===== src/rtl/cordic_ctrl_pkg.sv =====
// cordic_ctrl_pkg: shared widths, result record and stream pack/unpack helpers for the CORDIC stream controller.
package cordic_ctrl_pkg;
    localparam int XY_W    = 12;
    localparam int AMP_W   = 12;
    localparam int PH_W    = 14;
    localparam int TDATA_W = 32;

    typedef struct packed {
        logic [AMP_W-1:0] amp;
        logic [PH_W-1:0]  phase;
    } result_t;

    function automatic logic [2*XY_W-1:0] unpack_xy(input logic [TDATA_W-1:0] d);
        return {d[27:16], d[11:0]};
    endfunction

    function automatic logic [TDATA_W-1:0] pack_result(input result_t r);
        return {4'd0, r.amp, 2'd0, r.phase};
    endfunction
endpackage


===== src/rtl/cordic_result_fifo.sv =====
// cordic_result_fifo: synchronous result buffer; the caller never pushes when full unless popping in the same cycle.
module cordic_result_fifo
    import cordic_ctrl_pkg::*;
#(
    parameter int DEPTH = 8
) (
    input  logic                   CLK,
    input  logic                   RST,
    input  logic                   i_push,
    input  result_t                i_data,
    input  logic                   i_pop,
    output result_t                o_data,
    output logic                   o_full,
    output logic                   o_empty,
    output logic [$clog2(DEPTH):0] o_count
);
    localparam int AW = $clog2(DEPTH);

    result_t        r_mem [DEPTH];
    logic [AW-1:0]  r_wr;
    logic [AW-1:0]  r_rd;
    logic [AW:0]    r_count;

    assign o_data  = r_mem[r_rd];
    assign o_empty = r_count == '0;
    assign o_full  = r_count == (AW+1)'(DEPTH);
    assign o_count = r_count;

    always_ff @(posedge CLK) begin
        if (RST) begin
            r_wr    <= '0;
            r_rd    <= '0;
            r_count <= '0;
        end else begin
            if (i_push) r_wr <= r_wr + AW'(1);
            if (i_pop) r_rd <= r_rd + AW'(1);
            r_count <= r_count + (AW+1)'(i_push) - (AW+1)'(i_pop);
        end
    end

    // A push into a full buffer lands in the slot being popped; the read is combinational so the old head leaves first.
    always_ff @(posedge CLK) begin
        if (i_push) r_mem[r_wr] <= i_data;
    end
endmodule


===== src/rtl/cordic_vec_stream_ctrl.sv =====
// cordic_vec_stream_ctrl: credit-based sequencer feeding a fixed-latency CORDIC core and buffering its results.
// Optional CORDIC_CTRL_STATS_EN adds saturating accept/stall counters.
module cordic_vec_stream_ctrl
    import cordic_ctrl_pkg::*;
#(
    parameter int CORE_LAT   = 16,
    parameter int FIFO_DEPTH = 8
) (
    input  logic                CLK,
    input  logic                RST,
    input  logic                s_axis_tvalid,
    output logic                s_axis_tready,
    input  logic [TDATA_W-1:0]  s_axis_tdata,
    output logic                core_en,
    output logic [XY_W-1:0]     core_x,
    output logic [XY_W-1:0]     core_y,
    input  logic [AMP_W-1:0]    core_amp,
    input  logic [PH_W-1:0]     core_phase,
    output logic                m_axis_tvalid,
    input  logic                m_axis_tready,
    output logic [TDATA_W-1:0]  m_axis_tdata,
    output logic [15:0]         stat_in_cnt,
    output logic [15:0]         stat_stall_cnt
);
    localparam int CW = $clog2(FIFO_DEPTH) + 1;

    logic [CORE_LAT:0] r_vld;
    logic [CW-1:0]     r_inflight;
    logic              r_tready;
    logic              r_en;
    logic [XY_W-1:0]   r_x;
    logic [XY_W-1:0]   r_y;
    logic              w_acc;
    logic              w_push;
    logic              w_pop;
    logic              w_full;
    logic              w_empty;
    logic [CW-1:0]     w_count;
    logic [CW-1:0]     w_inflight_nxt;
    logic [CW-1:0]     w_count_nxt;
    logic [CW:0]       w_credit_used;
    result_t           w_core;
    result_t           w_head;

    assign w_acc  = s_axis_tvalid & r_tready;
    assign w_pop  = ~w_empty & m_axis_tready;
    assign w_push = r_vld[CORE_LAT] & (~w_full | w_pop);
    assign w_core = '{amp: core_amp, phase: core_phase};

    // Ready is precomputed from next-cycle occupancy so it never depends combinationally on m_axis_tready.
    always_comb begin
        w_inflight_nxt = r_inflight + CW'(w_acc) - CW'(w_push);
        w_count_nxt    = w_count + CW'(w_push) - CW'(w_pop);
        w_credit_used  = {1'b0, w_inflight_nxt} + {1'b0, w_count_nxt};
    end

    always_ff @(posedge CLK) begin
        if (RST) begin
            r_vld      <= '0;
            r_inflight <= '0;
            r_tready   <= 1'b0;
            r_en       <= 1'b0;
            r_x        <= '0;
            r_y        <= '0;
        end else begin
            r_vld      <= {r_vld[CORE_LAT-1:0], w_acc};
            r_inflight <= w_inflight_nxt;
            r_tready   <= w_credit_used < (CW+1)'(FIFO_DEPTH);
            r_en       <= w_acc;
            if (w_acc) {r_x, r_y} <= unpack_xy(s_axis_tdata);
        end
    end

    cordic_result_fifo #(.DEPTH(FIFO_DEPTH)) u_fifo (
        .CLK     (CLK),
        .RST     (RST),
        .i_push  (w_push),
        .i_data  (w_core),
        .i_pop   (w_pop),
        .o_data  (w_head),
        .o_full  (w_full),
        .o_empty (w_empty),
        .o_count (w_count)
    );

    assign s_axis_tready = r_tready;
    assign core_en       = r_en;
    assign core_x        = r_x;
    assign core_y        = r_y;
    assign m_axis_tvalid = ~w_empty;
    assign m_axis_tdata  = w_empty ? '0 : pack_result(w_head);

`ifdef CORDIC_CTRL_STATS_EN
    logic [15:0] r_in_cnt;
    logic [15:0] r_stall_cnt;

    always_ff @(posedge CLK) begin
        if (RST) begin
            r_in_cnt    <= '0;
            r_stall_cnt <= '0;
        end else begin
            if (w_acc && r_in_cnt != 16'hFFFF) r_in_cnt <= r_in_cnt + 16'd1;
            if (s_axis_tvalid && !r_tready && r_stall_cnt != 16'hFFFF) r_stall_cnt <= r_stall_cnt + 16'd1;
        end
    end

    assign stat_in_cnt    = r_in_cnt;
    assign stat_stall_cnt = r_stall_cnt;
`else
    assign stat_in_cnt    = 16'd0;
    assign stat_stall_cnt = 16'd0;
`endif
endmodule


===== config.mk =====
export PLATFORM = sky130hd
export DESIGN_NAME = cordic_vec_stream_ctrl
export DESIGN_NICKNAME = d
export VERILOG_FILES = /design/src/rtl/cordic_ctrl_pkg.sv /design/src/rtl/cordic_result_fifo.sv /design/src/rtl/cordic_vec_stream_ctrl.sv
export SDC_FILE = /design/constraint.sdc
export NUM_CORES = 1
export LEC_CHECK = 0
export BUFFER_PORTS_ARGS = -buffer_cell sky130_fd_sc_hd__buf_2
export CORE_MARGIN = 4
export CORE_UTILIZATION = 59
export CTS_BUF_LIST = sky130_fd_sc_hd__clkbuf_4
export DETAILED_ROUTE_END_ITERATION = 10
export PLACE_DENSITY = 0.86
export SETUP_SLACK_MARGIN = 0.3
export SLEW_MARGIN = 20
export SYNTH_ARGS = -nofsm -noshare
export SYNTH_HDL_FRONTEND = slang
export SYNTH_SLANG_ARGS = --single-unit
export TNS_END_PERCENT = 1

===== constraint.sdc =====
create_clock -name CLK -period 7.04 [get_ports CLK]
set_clock_uncertainty 0.15 [all_clocks]
set_input_delay 1.76 -clock CLK [delete_from_list [all_inputs] [get_ports CLK]]
set_output_delay 1.76 -clock CLK [all_outputs]
set_load 0.01 [all_outputs]

==> flow_metrics.env <==
export IMPL_status="finished, final reports clean"
export IMPL_synth_async_reset_ratio=0
export IMPL_post_route_util=0.686
export IMPL_post_drt_wl_per_cell_um=19.5
export IMPL_r2r_start="s_axis_tready"
export IMPL_portBuffers=106
export IMPL_hold_viol=0
export IMPL_dp_hpwl_um=11700
export IMPL_nFillCells=1115
export IMPL_worstReg2RegEnd="s_axis_tready"
export IMPL_crit_chain="buf_4 -> mux4_2 -> a22o_1 -> buf_2"
export IMPL_power_per_cell_area_nw_per_um2=317
export IMPL_ioPinCount=153
export IMPL_grt_use_total=0.204
export IMPL_power_uw=3770
export IMPL_drtIter0Drc=306
export IMPL_ys_types=44
export IMPL_finalSetupViolCount=0
export IMPL_grt_overflow=0
export IMPL_areaGrowthSynthToFinish_pct=13.8
export IMPL_synthFlopType="edfxtp_1"
export IMPL_path_clk_slew_ns=0.06
export IMPL_htree_levels=2
export IMPL_synth_edff_count=208
export IMPL_period_needed_ns=4.65
export IMPL_drv_cap=0
export IMPL_crit_required_ns=5.13
export IMPL_synthTopCellsByCount="edfxtp_1 (208), dfxtp_1 (59), mux4_2 (52)"
export IMPL_critPathMaxFanout=27
export IMPL_via_per_inst=5.50
export IMPL_postSynthCellCount=598
export IMPL_slew_headroom=0.509
export IMPL_yosysWarnings=0
export IMPL_drv_slew=0
export IMPL_synth_top_area_frac=0.599
export IMPL_preCtsSetupSlack_ns=1.71
export IMPL_grt_pass1_vias=6149
export IMPL_grt_pass1_wl_um=31500
export IMPL_reg2reg_depth=12
export IMPL_antenna_found_initial=1
export IMPL_seq_area_sq_um=7430
export IMPL_dieHeight_um=141
export IMPL_dieWidth_um=141
export IMPL_initial_core_util=0.603
export IMPL_avgSynthCellArea_sq_um=17.4
export IMPL_synth_most_common_cell="edfxtp_1"
export IMPL_cpMaxStageDelayCell="dfxtp_2"
export IMPL_dp_cells=910
export IMPL_die_area_sq_um=19900
export IMPL_postCtsSetupBuffers=0
export IMPL_multi_input_area_sq_um=2670
export IMPL_path_class="flip-flop to output pin"
export IMPL_syn_area_sq_um=10400
export IMPL_grt_max_degree=65
export IMPL_cts_buffers=61
export IMPL_setup_slack_ns=2.39
export IMPL_leakage_uw=0.00432
export IMPL_final_cells=1021
export IMPL_tns_ns=0
export IMPL_arrival_ns=2.74
export IMPL_top_usage_layer="met2"
export IMPL_cp_buffers_inverters=2
export IMPL_max_stage_delay_ns=0.81
export IMPL_whs_endpoint="r_vld[2]"
export IMPL_first_pass_iters=5
export IMPL_yosys_register_bits=267
export IMPL_clk_latency_ns=0.67
export IMPL_grtUsageMet3=0.0590
export IMPL_row_count=48
export IMPL_vias=5619
export IMPL_worstSetupEndpointType="output pin"
export IMPL_worstMarginPinSlew_ns=0.737
export IMPL_cp_top_family="flip-flops"
export IMPL_ys_seq_area_frac=0.712
export IMPL_core_sq_um=17300
export IMPL_route_detailed_drc=0
export IMPL_postRouteAntennaNets=0
export IMPL_cts_resized=0
export IMPL_path_depth=4
export IMPL_diodes=0
export IMPL_ir_worst_vdd_mv=0.181
export IMPL_cts_root_buf="clkbuf_4"
export IMPL_synth_area_leaders="edfxtp_1 (60%), dfxtp_1 (11%), mux4_2 (11%)"
export IMPL_drive_above_1_share=0.361
export IMPL_clock_fmax_mhz=215
export IMPL_finalWeightedCongestion=0.763
export IMPL_period_share=0.661
export IMPL_fin_nets=828
export IMPL_hold_buffers=0
export IMPL_yosysTopAreaCell="edfxtp_1"
export IMPL_min_path_type="flip-flop to flip-flop"
export IMPL_use_met1=0.251
export IMPL_hold_start="r_vld[1]"
export IMPL_cts_tree="done"
export IMPL_hold_depth=1
export IMPL_ff2ff_setup_slack_ns=3.22
export IMPL_start_kind="flip-flop"
export IMPL_grt_setup_unrepaired="no"
export IMPL_clkSinkCount=267
export IMPL_global_route_usage_met2=0.358
export IMPL_drt_wl_total_um=19900
export IMPL_clockBufferDepth=3
==> flip-flops by register name (all words and copies together), names as in the netlist, named ones only <==
name,cells
core_x,12
u_fifo.r_wr,3
u_fifo.o_count,4
core_y,12
r_inflight,4
s_axis_tready,1
u_fifo.r_rd,3
u_fifo.r_mem,208
r_vld,17
==> cell type report <==
class,count,share of cell area
multi-input combinational,285,0.224
inverter,15,0.00495
tap,225,0.0237
clock buffer,88,0.0556
clock inverter,22,0.0103
sequential,267,0.626
timing repair buffer,119,0.0548
==> cell usage in the layout (no fill, tap or decap), types with 2 or more instances in the layout <==
cell,n
edfxtp_1,208
buf_2,105
clkbuf_4,88
dfxtp_1,57
mux4_2,52
nand2_1,49
conb_1,38
a21oi_1,30
nor2b_1,26
a22o_1,26
clkinv_1,16
ha_1,15
buf_4,13
inv_1,12
nor2_1,6
xor2_1,3
o21ai_0,3
clkinv_2,3
and2_1,2
inv_2,2
a21o_1,2
xnor2_1,2
nor2_2,2
nor3_2,2
nor4b_2,2
nor3b_2,2
nand3_1,2
nand2b_1,2
a31o_2,2
mux2_2,2
or4_1,2
fa_1,2
clkinv_4,2
==> worst reg2reg max path, stage by stage, from the launching register on <==
cell and delay (ns):
dfxtp_1 0.35, and2_1 0.13, buf_4 0.25, clkinv_1 0.60
ha_1 0.57, inv_1 0.05, ha_1 0.20, a21o_1 0.19
a21oi_1 0.23, xnor2_1 0.17, ha_1 0.25, or4_1 0.46
a21oi_1 0.14
==> routing by layer <==
layer,share of wire,routed length (um),up-vias
met4,0.0098,195,2
met5,0.00065,13,-
li1,-,-,2555
met2,0.53,10600,248
met1,0.38,7600,2792
met3,0.077,1530,22
==> power breakdown <==
part	internal [uW]	switching, uW
combinational	390	417
clock	615	555
sequential	1730	55.8
==> cell families (layout without fill, tap and decap cells) <==
kind of cell | Yosys count | count (layout) | share of synthesized area
AND/OR/NAND/NOR | 102 | 102 | 0.0500
adder cells (fa/ha/maj) | 17 | 17 | 0.0218
AO/OA/AOI/OAI | 67 | 67 | 0.0447
other | 1 | 38 | 0.000359
buffers and inverters | 83 | 244 | 0.0504
flip-flops | 267 | 267 | 0.712
multiplexers | 56 | 56 | 0.117
XOR/XNOR | 5 | 5 | 0.00420
==> per-stage QoR <==
stage	hold WS (ns)	area, sq um
2_1_floorplan	0.264	10600
3_3_place_gp	0.273	11100
3_5_place_dp	0.276	11100
4_1_cts	0.282	11800
5_1_grt	0.303	11900
6_report	0.282	11900
==> worst max path at each step <==
| stage | startpoint | end | slack, ns |
|---|---|---|---|
| floorplan | m_axis_tready | u_fifo.r_mem[2][0] | 1.42 |
| global placement | s_axis_tvalid | s_axis_tready | 1.98 |
| detailed placement | s_axis_tvalid | s_axis_tready | 1.71 |
| CTS | flip-flop | m_axis_tdata[11] | 2.28 |
| global route | s_axis_tvalid | s_axis_tready | 2.19 |
| finish | flip-flop | m_axis_tdata[1] | 2.39 |
No activity file was read; power rests on OpenSTA's default activity.
